==> config.mk <==
export PLATFORM = sky130hd
export DESIGN_NAME = fetch_queue
export DESIGN_NICKNAME = d
export VERILOG_FILES = /design/src/rtl/fetch_pkg.sv /design/src/rtl/fq_storage.sv /design/src/rtl/fetch_queue.sv
export SDC_FILE = /design/constraint.sdc
export NUM_CORES = 1
export LEC_CHECK = 0
export BUFFER_PORTS_ARGS = -buffer_cell sky130_fd_sc_hd__buf_2
export CORE_UTILIZATION = 50
export DETAILED_ROUTE_END_ITERATION = 10
export PLACE_DENSITY = 0.78
export SKIP_LAST_GASP = 1
export SLEW_MARGIN = 0
export SYNTH_ARGS = -nofsm -noshare
export SYNTH_HDL_FRONTEND = slang
export SYNTH_SLANG_ARGS = --single-unit
export TNS_END_PERCENT = 5
==> constraint.sdc <==
create_clock -name clk -period 5.9 [get_ports clk]
set_input_delay 0 -clock clk [delete_from_list [all_inputs] [get_ports clk]]
set_output_delay 0 -clock clk [all_outputs]
set_load 0.01 [all_outputs]
==> src/rtl/fetch_pkg.sv <==
// rtl/fetch_pkg.sv - shared widths, default depth and entry type for the fetch queue
//
// Purpose : common definitions for fetch_queue and fq_storage.
// Contents: FQ_XLEN / FQ_ILEN   address and instruction widths (32 bits)
//           FQ_DEPTH_DEFAULT    default number of queue entries
//           fq_entry_t          packed {pc, instr} pair held in each slot
//           fq_pc_plus4()       sequential-PC helper, wraps modulo 2^32

package fetch_pkg;

    localparam int FQ_XLEN          = 32;
    localparam int FQ_ILEN          = 32;
    localparam int FQ_DEPTH_DEFAULT = 4;

    typedef struct packed {
        logic [FQ_XLEN-1:0] pc;
        logic [FQ_ILEN-1:0] instr;
    } fq_entry_t;

    localparam int FQ_ENTRY_W = $bits(fq_entry_t);

    function automatic logic [FQ_XLEN-1:0] fq_pc_plus4(input logic [FQ_XLEN-1:0] pc);
        return pc + FQ_XLEN'(4);
    endfunction

endpackage

==> src/rtl/fq_storage.sv <==
// rtl/fq_storage.sv - DEPTH x 64-bit entry array, one sync write port, one async read port
//
// Purpose : payload storage for fetch_queue. Contents are never reset; the
//           owner masks the read data whenever the addressed slot is invalid.
// Ports   : clk_i      rising-edge clock for the write port
//           wr_en_i    write strobe
//           wr_addr_i  write slot index
//           wr_data_i  {pc, instr} entry to store
//           rd_addr_i  read slot index
//           rd_data_o  entry at rd_addr_i, combinational

module fq_storage
    import fetch_pkg::*;
#(
    parameter int DEPTH = FQ_DEPTH_DEFAULT,
    parameter int PTR_W = $clog2(DEPTH)
) (
    input  logic             clk_i,
    input  logic             wr_en_i,
    input  logic [PTR_W-1:0] wr_addr_i,
    input  fq_entry_t        wr_data_i,
    input  logic [PTR_W-1:0] rd_addr_i,
    output fq_entry_t        rd_data_o
);

    fq_entry_t mem_q [DEPTH];

    // No reset on the array: only the pointer/count logic in the owner
    // decides which slots are meaningful.
    always_ff @(posedge clk_i) begin
        if (wr_en_i) begin
            mem_q[wr_addr_i] <= wr_data_i;
        end
    end

    assign rd_data_o = mem_q[rd_addr_i];

endmodule

==> src/rtl/fetch_queue.sv <==
// rtl/fetch_queue.sv - in-order {pc, instr} FIFO between fetch and decode
//
// Purpose : decouples the fetch stage from decode. Fetch sees ~f_ready as
//           its PC stall; a redirect (flush) discards everything queued
//           and the entry being presented in the same cycle.
// Ports   : clk, reset_n        clock, async active-low reset
//           f_valid/f_pc/f_instr/f_ready   fetch-side handshake
//           flush              discard all queued and incoming entries
//           d_valid/d_pc/d_pc_plus4/d_instr/d_ready   decode-side handshake
//           count              occupied entries, 0..DEPTH

module fetch_queue
    import fetch_pkg::*;
#(
    parameter int DEPTH = FQ_DEPTH_DEFAULT
) (
    input  logic                     clk,
    input  logic                     reset_n,
    input  logic                     f_valid,
    input  logic [FQ_XLEN-1:0]       f_pc,
    input  logic [FQ_ILEN-1:0]       f_instr,
    output logic                     f_ready,
    input  logic                     flush,
    output logic                     d_valid,
    output logic [FQ_XLEN-1:0]       d_pc,
    output logic [FQ_XLEN-1:0]       d_pc_plus4,
    output logic [FQ_ILEN-1:0]       d_instr,
    input  logic                     d_ready,
    output logic [$clog2(DEPTH):0]   count
);

    localparam int PTR_W = $clog2(DEPTH);
    localparam int CNT_W = PTR_W + 1;
    localparam logic [CNT_W-1:0] FULL_CNT = CNT_W'(DEPTH);

    logic [PTR_W-1:0] wptr_q, wptr_d;
    logic [PTR_W-1:0] rptr_q, rptr_d;
    logic [CNT_W-1:0] count_q, count_d;

    logic      enq;
    logic      deq;
    fq_entry_t wr_entry;
    fq_entry_t head_entry;

    // Both handshake flags come straight from the registered count, so
    // f_ready never sees d_ready: a full queue refuses the incoming entry
    // even when decode drains the head in the same cycle.
    assign f_ready = (count_q != FULL_CNT);
    assign d_valid = (count_q != '0);

    assign enq = f_valid & f_ready & ~flush;
    assign deq = d_valid & d_ready & ~flush;

    assign wr_entry.pc    = f_pc;
    assign wr_entry.instr = f_instr;

    always_comb begin
        wptr_d  = wptr_q;
        rptr_d  = rptr_q;
        count_d = count_q;
        if (flush) begin
            wptr_d  = '0;
            rptr_d  = '0;
            count_d = '0;
        end else begin
            // Pointers are exactly log2(DEPTH) bits, so +1 wraps for free.
            if (enq) begin
                wptr_d = wptr_q + 1'b1;
            end
            if (deq) begin
                rptr_d = rptr_q + 1'b1;
            end
            unique case ({enq, deq})
                2'b10:   count_d = count_q + 1'b1;
                2'b01:   count_d = count_q - 1'b1;
                default: count_d = count_q;
            endcase
        end
    end

    always_ff @(posedge clk or negedge reset_n) begin
        if (!reset_n) begin
            wptr_q  <= '0;
            rptr_q  <= '0;
            count_q <= '0;
        end else begin
            wptr_q  <= wptr_d;
            rptr_q  <= rptr_d;
            count_q <= count_d;
        end
    end

    fq_storage #(
        .DEPTH (DEPTH),
        .PTR_W (PTR_W)
    ) u_storage (
        .clk_i     (clk),
        .wr_en_i   (enq),
        .wr_addr_i (wptr_q),
        .wr_data_i (wr_entry),
        .rd_addr_i (rptr_q),
        .rd_data_o (head_entry)
    );

    // Slot contents are unreset, so the head is forced to zero while empty;
    // because d_valid is derived from count_q, reset clears these at once.
    assign d_pc       = d_valid ? head_entry.pc : '0;
    assign d_instr    = d_valid ? head_entry.instr : '0;
    assign d_pc_plus4 = d_valid ? fq_pc_plus4(head_entry.pc) : '0;

    assign count = count_q;

endmodule
==> impl_metrics.ini <==
[routing]
drt_wl_total_mm = 22.72
wire_per_inst_um = 20.18
num_vias = 6273
drtIter0Drc = 453
drc = 0
ant_nets = 0
vias_per_cell = 5.571
firstDrtPassIters = 5

[sta]
relSlewSlack_pct = 31.90
fmax_mhz = 265.5
setup_violations = 0
period_share_pct = 63.83
period_minus_slack_ns = 3.766
skew_ns = 0.008875
holdWs_ns = 0.2154
slew_violations = 0
tightest_slew_ns = 1.021
finalHoldViolCount = 0
setup-tns-final_ns = 0
rsz0062_at_grt = false

[cts]
cts_resized = 0
path_clk_slew_ns = 0.06
numCtsBuffers = 27
clock_latency_ns = 0.53
cts_sinks = 263
htreeDepth = 1
clk_path_buf_depth = 3
post_cts_buffers = 0
cts_root_buffer = clkbuf_16
cts_tree = yes
postCtsHoldBufs = 71

[synthesis]
async_reset_ff_share_pct = 2.662
syn-num-nets = 663
synth_warnings = 0
ys_seq_area_share_pct = 72.24
ys_ff_latch = 263
synth_cells = 588
synth_top_cell_by_area = edfxtp_1
synth.cell_area_um2 = 10880
netlist_top_cells_area = edfxtp_1, mux4_2, and2_1, dfrtp_1, nor2_1
synth_ff_type = edfxtp_1
synth_edf_count = 256
synthTopCellsByCount = edfxtp_1, and2_1, mux4_2
synth_top_area_share_pct = 70.63
syn_avg_cell_area_um2 = 18.51
yosysMostFrequentCell = edfxtp_1
yosys.cell_types.count = 37

[power_and_ir_drop]
power.density_nw_per_um2 = 431.6
peakVddDrop_mv = 0.3153
leakage_nw = 4.779

[place]
port_buffers = 169
place_hpwl_mm = 13.60
gp_congestion = 0.9044

[worst_setup_path]
slowest_delay_ns = 1.08
rr_worst_depth = 8
cp_max_fo = 48
r2r_start = count[2]$_DFFE_PN0P_
cp_data_arrival_time_ns = 3.77
worstReg2RegEnd = count[2]$_DFFE_PN0P_
required_ns = 5.90
r2r_setup_slack_ns = 2.87
path_delay_family = simple AND/OR/NAND/NOR gates
cp-end-kind = output port
crit_buf_inv = 1
start_kind = flop
slowest_stage = dfrtp_4
critPathKind = flop to output port
critical_path.cell_chain = mux4_2 > and4_1 > nand4_1 > or4_1 > a21oi_1 > buf_2

[layout]
nFillCells = 1502
syn_to_final_growth_pct = 23.97
drive_gt1_share_pct = 33.33
final_nets = 906

[global_routing]
grt_use_total_pct = 20.63
grt_max_degree = 66
grt_first_pass_wirelength_mm = 34.84
grt_pass1_vias = 6442
overflow = 0
antenna_found_initial = 3

[floorplan]
start_util_pct = 51.45
rows = 53
die_w_um = 149.5
dieHeight_um = 149.5
die_area_um2 = 22360
io_pins = 170
core_area_um2 = 21150

[hold_path]
min_path_cells = 2
worst_hold_startpoint = f_instr[6]
holdPathEnd = u_storage.mem_q[2][6]$_DFFE_PP_
hp-class = input port to flop

[outcome]
status = finished clean

[run]
maxCapViolCount = 0
-- flip-flops by register name, indices dropped and copies added, names as in the netlist --
name             count
u_storage.mem_q    256
wptr_q               2
count                3
rptr_q               2
-- routing by layer --
metal	track usage (%)	routed length [um]	vias to the layer above	part of all wire, %
met3	3.720	1457	34	6.4
met5	0	10	-	0.044
met1	27.93	9656	3182	43
li1	-	-	2811	-
met2	34.75	11210	244	49
met4	5.153	382	2	1.7
-- metrics by stage --
stage          instance area [um^2]  util (%)  setup slack, ns  instances  power [mW]
2_1_floorplan                 10880         -            2.878        588       3.582
3_3_place_gp                  11960     56.52            2.713       1006       4.204
3_5_place_dp                  11960     56.52            2.623       1006       4.247
4_1_cts                       13490     63.76            2.066       1124       5.865
5_1_grt                       13490     63.77            1.830       1125       6.098
6_report                      13490     63.78            2.134       1126       5.824
-- cells in the final DEF (no fill, tap or decap), types with 2 or more instances in the layout --
| master | netlist | routed |
|---|---|---|
| edfxtp_1 | 256 | 256 |
| a21oi_1 | 11 | 11 |
| clkbuf_1 | 12 | 3 |
| xor2_1 | 7 | 7 |
| ha_1 | 5 | 5 |
| clkbuf_16 | 0 | 27 |
| nand4_1 | 6 | 6 |
| clkinv_1 | 0 | 8 |
| and2_1 | 66 | 62 |
| and2_4 | 0 | 4 |
| inv_1 | 10 | 9 |
| and3_1 | 3 | 3 |
| and4_1 | 3 | 3 |
| o31ai_1 | 5 | 5 |
| o21ai_0 | 5 | 5 |
| bufinv_16 | 0 | 2 |
| clkinv_2 | 0 | 4 |
| buf_2 | 7 | 169 |
| diode_2 | 0 | 2 |
| nand2_1 | 15 | 15 |
| mux2_1 | 9 | 9 |
| nor3b_1 | 2 | 2 |
| clkinvlp_4 | 0 | 2 |
| nand3_1 | 15 | 15 |
| or4_1 | 5 | 5 |
| dlygate4sd3_1 | 0 | 71 |
| dfrtp_4 | 0 | 2 |
| xnor2_1 | 7 | 7 |
| mux4_2 | 64 | 64 |
| dfrtp_1 | 7 | 5 |
| nor3_1 | 11 | 11 |
| nor2_1 | 35 | 35 |
| or3_1 | 3 | 3 |
| buf_4 | 6 | 3 |
-- where the power goes --
group | total [mW] | internal, mW | switching, mW
sequential | 2.36 | 2.19 | 0.170
combinational | 1.89 | 0.870 | 1.02
clock | 1.58 | 0.918 | 0.659
total | 5.82 | 3.98 | 1.85
-- cell type report --
cell class | count | area (um^2) | area share (%)
Antenna cell | 2 | 5.005 | 0.03709
Clock buffer | 30 | 686.9 | 5.091
Clock inverter | 17 | 133.9 | 0.9922
Inverter | 10 | 37.54 | 0.2782
Multi-Input combinational cell | 286 | 2836 | 21.02
Sequential cell | 263 | 7870 | 58.33
Tap cell | 275 | 344.1 | 2.550
Timing Repair Buffer | 243 | 1579 | 11.70
-- worst max-delay path by stage --
stage,start,endpoint,slack [ns],cells after the start
finish,rptr_q[0]$_DFFE_PN0P_,d_pc_plus4[29],2.13,6
CTS,rptr_q[0]$_DFFE_PN0P_,d_pc_plus4[31],2.07,7
floorplan,count[2]$_DFFE_PN0P_,u_storage.mem_q[0][0]$_DFFE_PP_,2.88,4
global route,rptr_q[0]$_DFFE_PN0P_,d_pc_plus4[31],1.83,6
detailed placement,rptr_q[0]$_DFFE_PN0P_,d_pc_plus4[31],2.62,7
global placement,rptr_q[0]$_DFFE_PN0P_,d_pc_plus4[31],2.71,7
-- worst register-to-register path: cells and delay by family, from the launching register on --
| family | cells | cell delay (ns) |
|---|---|---|
| AND/OR/NAND/NOR | 4 | 1.06 |
| flip-flops | 1 | 0.50 |
| AO/OA/AOI/OAI | 2 | 0.52 |
| adder cells (fa/ha/maj) | 1 | 0.27 |
| buffers and inverters | 1 | 0.61 |
-- cells by family after synthesis --
logic type | after synthesis | synth area share [%]
flops | 263 | 72.24
simple gates | 169 | 8.530
mux | 74 | 14.27
buf+inv | 39 | 1.851
compound gates | 23 | 1.230
xor+xnor | 14 | 1.127
fa+ha+maj | 6 | 0.7587
No activity file was read; power rests on OpenSTA's default activity.
